--- src/rtl/regbank_write_arbiter.sv ---
// Round-robin arbiter sharing the register-bank write port, plus a per-register busy scoreboard.
// Latency: accept -> bank write 1 cycle; backpressure: one-hot req_ready, losing requesters hold until granted.
module regbank_write_arbiter #(
  parameter int REGISTER_SIZE = 32,
  parameter int ADDRESS_SIZE  = 5,
  parameter int NUM_REQ       = 2
) (
  input  logic                              clk,
  input  logic                              reset,
  input  logic [NUM_REQ-1:0]                req_valid,
  input  logic [NUM_REQ*ADDRESS_SIZE-1:0]   req_addr,
  input  logic [NUM_REQ*REGISTER_SIZE-1:0]  req_data,
  output logic [NUM_REQ-1:0]                req_ready,
  input  logic                              rsv_valid,
  input  logic [ADDRESS_SIZE-1:0]           rsv_addr,
  input  logic [ADDRESS_SIZE-1:0]           chk_addr1,
  input  logic [ADDRESS_SIZE-1:0]           chk_addr2,
  output logic                              chk_busy1,
  output logic                              chk_busy2,
  output logic                              bank_write,
  output logic [ADDRESS_SIZE-1:0]           bank_addr,
  output logic [REGISTER_SIZE-1:0]          bank_data
);

  localparam int NUM_REG = 1 << ADDRESS_SIZE;
  localparam int PTR_W   = (NUM_REQ > 1) ? $clog2(NUM_REQ) : 1;

  logic [PTR_W-1:0]         rr_ptr;
  logic [PTR_W-1:0]         rr_nxt;
  logic                     arb_en;
  logic                     win_vld;
  logic [NUM_REQ-1:0]       grant;
  logic [ADDRESS_SIZE-1:0]  sel_addr;
  logic [REGISTER_SIZE-1:0] sel_data;
  logic                     accept;
  logic [NUM_REG-1:0]       busy;
  logic [NUM_REG-1:0]       busy_nxt;

  // Search from rr_ptr upward (wrapping); the first valid requester wins.
  always_comb begin
    int idx;
    int nxt;
    idx      = 0;
    nxt      = 0;
    win_vld  = 1'b0;
    grant    = '0;
    sel_addr = '0;
    sel_data = '0;
    rr_nxt   = rr_ptr;
    for (int i = 0; i < NUM_REQ; i++) begin
      idx = int'(rr_ptr) + i;
      if (idx >= NUM_REQ) idx = idx - NUM_REQ;
      if (!win_vld && req_valid[idx]) begin
        win_vld     = 1'b1;
        grant[idx]  = 1'b1;
        sel_addr    = req_addr[idx*ADDRESS_SIZE +: ADDRESS_SIZE];
        sel_data    = req_data[idx*REGISTER_SIZE +: REGISTER_SIZE];
        nxt         = idx + 1;
        if (nxt >= NUM_REQ) nxt = 0;
        rr_nxt      = PTR_W'(nxt);
      end
    end
  end

  // Grants are held off until the first edge after reset release.
  assign req_ready = arb_en ? grant : '0;
  assign accept    = arb_en & win_vld;

  always_ff @(posedge clk or negedge reset) begin
    if (!reset) begin
      arb_en <= 1'b0;
      rr_ptr <= '0;
    end else begin
      arb_en <= 1'b1;
      if (accept) rr_ptr <= rr_nxt;
    end
  end

  always_ff @(posedge clk or negedge reset) begin
    if (!reset) begin
      bank_write <= 1'b0;
      bank_addr  <= '0;
      bank_data  <= '0;
    end else begin
      bank_write <= accept;
      if (accept) begin
        bank_addr <= sel_addr;
        bank_data <= sel_data;
      end
    end
  end

  // Clear before set so a same-edge reservation of the written address stays busy.
  always_comb begin
    busy_nxt = busy;
    if (accept)    busy_nxt[sel_addr] = 1'b0;
    if (rsv_valid) busy_nxt[rsv_addr] = 1'b1;
  end

  always_ff @(posedge clk or negedge reset) begin
    if (!reset) busy <= '0;
    else        busy <= busy_nxt;
  end

  assign chk_busy1 = busy[chk_addr1];
  assign chk_busy2 = busy[chk_addr2];

endmodule

--- config.mk ---
export PLATFORM = sky130hd
export DESIGN_NAME = regbank_write_arbiter
export DESIGN_NICKNAME = d
export VERILOG_FILES = /design/src/rtl/regbank_write_arbiter.sv
export SDC_FILE = /design/constraint.sdc
export NUM_CORES = 1
export LEC_CHECK = 0
export BUFFER_PORTS_ARGS = -buffer_cell sky130_fd_sc_hd__buf_2
export CAP_MARGIN = 15
export CORE_ASPECT_RATIO = 0.6
export CORE_MARGIN = 2
export CORE_UTILIZATION = 54
export CTS_CLUSTER_SIZE = 8
export DETAILED_ROUTE_END_ITERATION = 8
export PLACE_DENSITY = 0.84
export SYNTH_ARGS = -nofsm -noshare
export SYNTH_HDL_FRONTEND = slang
export SYNTH_SLANG_ARGS = --single-unit
--- constraint.sdc ---
create_clock -name clk -period 3.4 [get_ports clk]
set_clock_uncertainty 0.1 [all_clocks]
set_input_delay 0.68 -clock clk [delete_from_list [all_inputs] [get_ports clk]]
set_output_delay 0.68 -clock clk [all_outputs]
set_load 0.02 [all_outputs]
==> summary.txt <==
Hold Path Sink -> bank_data[27]
clock sinks -> 72
1st-pass router iterations -> 5
Gates resized, CTS repair -> 0
Placed Area -> 0.00452 mm2
post-route cell area -> 0.00478 mm2
Worst Setup SP -> chk_addr2[1]
gp weighted congestion -> 0.997
RSZ-0062 raised after global routing -> no
R2R Path Start -> rr_ptr
Initial Utilization -> 56.4%
largest net degree at the start of global routing -> 73
number of remaining DRC errors -> 0
global-route wire length before repair -> 18300 um
Core Area -> 0.00676 mm2
Layout Utilization -> 70.7%
commonest cells in the synthesized netlist -> nand2_1 (79), dfrtp_1 (72), a21oi_1 (44)
average wire per standard cell -> 17.5 um
critical path endpoint category -> primary output
number of port buffers -> 135
critical path class -> in2out
Final min period -> 2.89 ns
Total Routing Usage GR -> 29.8%
DIE WIDTH -> 112 um
total power -> 2.78 mW
leakage -> 2.24 nW
Routed WL -> 11200 um
Via density -> 5.95
vias in the first global route -> 3761
Synth Flop Type -> dfrtp_1
worst min path class -> reg2reg
Power per Cell Area -> 581 mW/mm2
Placement Setup Slack -> 0.545 ns
Distinct cells, synth -> 38
register share of total power -> 43.1%
Final setup viols -> 0
cell mode on critical path -> buf_2
Max Slew Vio Count -> 0
slew margin rel. -> 31.1%
CTS H-tree lvls -> 3
root buffer selected by CTS -> clkbuf_16
worst r2r dst -> busy[9]
clock transition at the registers of the reported paths -> 0.05 ns
via count -> 3806
CTS tree -> yes
Hold Violations, Final -> 0
Switching Fraction -> 33.6%
Syn. warnings -> 0
Nets -> 642
area share of the leading cell type in the synthesized netlist -> 47.2%
worst skew pair latency -> 0.34 ns
die area -> 0.00777 mm2
Layout area overhead -> 25.4%
grt total ovfl -> 0
clock network fraction of total power -> 30.5%
Finished Layout Cells -> 640
worst path required time -> 2.62 ns
Critical Path AT -> 2.11 ns
DR iter-0 viols -> 348
Post-synth EDFFs -> 0
syn avg cell area -> 9.02 um2
cell taking the most area after synthesis -> dfrtp_1
top achievable clock speed -> 346 MHz
chip height -> 69.1 um
critical path, cell by cell -> buf_2, mux2i_1, a22oi_1, nand4b_1, a21oi_1, a311o_1, buf_2
fraction of registers with async set/reset -> 100%
Hold-fix buffers, CTS -> 0
type of origin of the critical path -> input pin
Longest Clk Path Bufs -> 2
Crit Path Max Fanout -> 16
outcome -> finished, final reports clean
most common cell in the netlist -> nand2_1
cell-internal power -> 1.84 mW
Reg area -> 0.00180 mm2
FF+latch count, synth -> 72
Post-Synthesis Cell Area -> 0.00381 mm2
fill count -> 539
post-layout worst setup margin -> 0.513 ns
max incr delay on CP -> 0.40 ns
Multi-input gate area -> 0.00190 mm2
Worst-Margin Slew -> 1.03 ns
Detail Placement HPWL -> 8180 um
layout cells sized above 1 -> 30.0%
Post-CTS Repair Setup Buffers -> 0
worst r2r path cells -> 5
combinational share of power -> 26.4%
syn nets -> 517
ranking of synthesized cells by area -> dfrtp_1 (47%), mux2i_1 (8.4%), nand2_1 (7.8%)
I/O Pins -> 136
CP max stage cell -> buf_2
antenna violation net count after detailed routing -> 0
num rows -> 23
Max-Cap Viols -> 0
placed cell count -> 624
hold path cells -> 2
Switching Power -> 935 uW
period utilisation layout -> 84.9%
ANT cells -> 0
Seq/Total Area, Yosys -> 47.2%
initial antenna violation count -> 0
hold_ws -> 0.420 ns
Hold Path Origin -> bank_data[27]
TNS Setup -> 0 ns
Reg2Reg Setup Slack -> 1.30 ns
cts bufs inserted -> 9
Peak VDD IR -> 492 uV
Mapped Cells -> 423
## worst max-delay path: cells and delay by family
family          cells  cell delay, ns
mux                 1            0.26
compound gates      3            0.48
simple gates        1            0.12
buf+inv             2            0.56
## sequential cells by signal (all words and copies together), names as in the netlist
register    count
bank_data      32
arb_en          1
rr_ptr          1
busy           32
bank_write      1
bank_addr       5
## layer usage
metal  vias up  global-route usage (%)  wire length (um)
li1       1774                       -                 -
met1      1823                    41.6              4900
met2       177                    43.4              5040
met3        32                    8.97               954
met4         0                    12.9               276
met5         -                       0                 0
## cell type report
type / instances / share of cell area, %
Sequential cell: 72 / 37.7
Tap cell: 87 / 2.28
Timing Repair Buffer: 139 / 14.8
Clock buffer: 12 / 5.15
Multi-Input combinational cell: 326 / 39.7
Clock inverter: 4 / 0.419
## power groups by stage
stage / Combinational [mW] / Clock, mW / Sequential [mW]
detailed placement: 0.723 / 0 / 1.21
global placement: 0.695 / 0 / 1.20
CTS: 0.728 / 0.854 / 1.19
finish: 0.734 / 0.848 / 1.20
floorplan: 0.403 / 0 / 1.24
global route: 0.812 / 0.893 / 1.22
## cells by family (layout without fill, tap and decap cells)
family / after synthesis / after routing / share of synthesized area (%)
muxes: 32 / 32 / 8.40
buffers and inverters: 25 / 155 / 2.95
AOI/OAI and AO/OA: 133 / 133 / 21.9
other: 1 / 1 / 0.0983
and+or+nand+nor: 160 / 160 / 19.4
DFF: 72 / 72 / 47.2
## layout by cell type, fill, tap and decap left out, types with 2 or more instances in the layout
cell type / instances
buf_2: 135
nand2_1: 79
dfrtp_1: 72
a21oi_1: 44
nor2_1: 41
mux2i_1: 32
o22ai_1: 32
o21ai_1: 20
o21ai_0: 12
nand3_1: 10
clkbuf_16: 9
a22oi_1: 8
nor2b_1: 5
or3_4: 4
nor3b_1: 4
clkinv_2: 4
buf_4: 4
and3_1: 3
a32o_1: 3
and3b_1: 3
and2_1: 3
nand3_2: 2
a32oi_1: 2
a211oi_1: 2
nand4b_1: 2
nand2b_1: 2
a311o_1: 2
clkbuf_1: 2
## worst max path at each step
stage                      to  slack, ns  cells after the start
global route        chk_busy2       0.40                      7
global placement    chk_busy2       0.60                      7
detailed placement  chk_busy2       0.55                      7
finish              chk_busy2       0.51                      7
CTS                 chk_busy2       0.53                      7
floorplan           chk_busy1       0.72                      7
No activity file was read; power rests on OpenSTA's default activity.
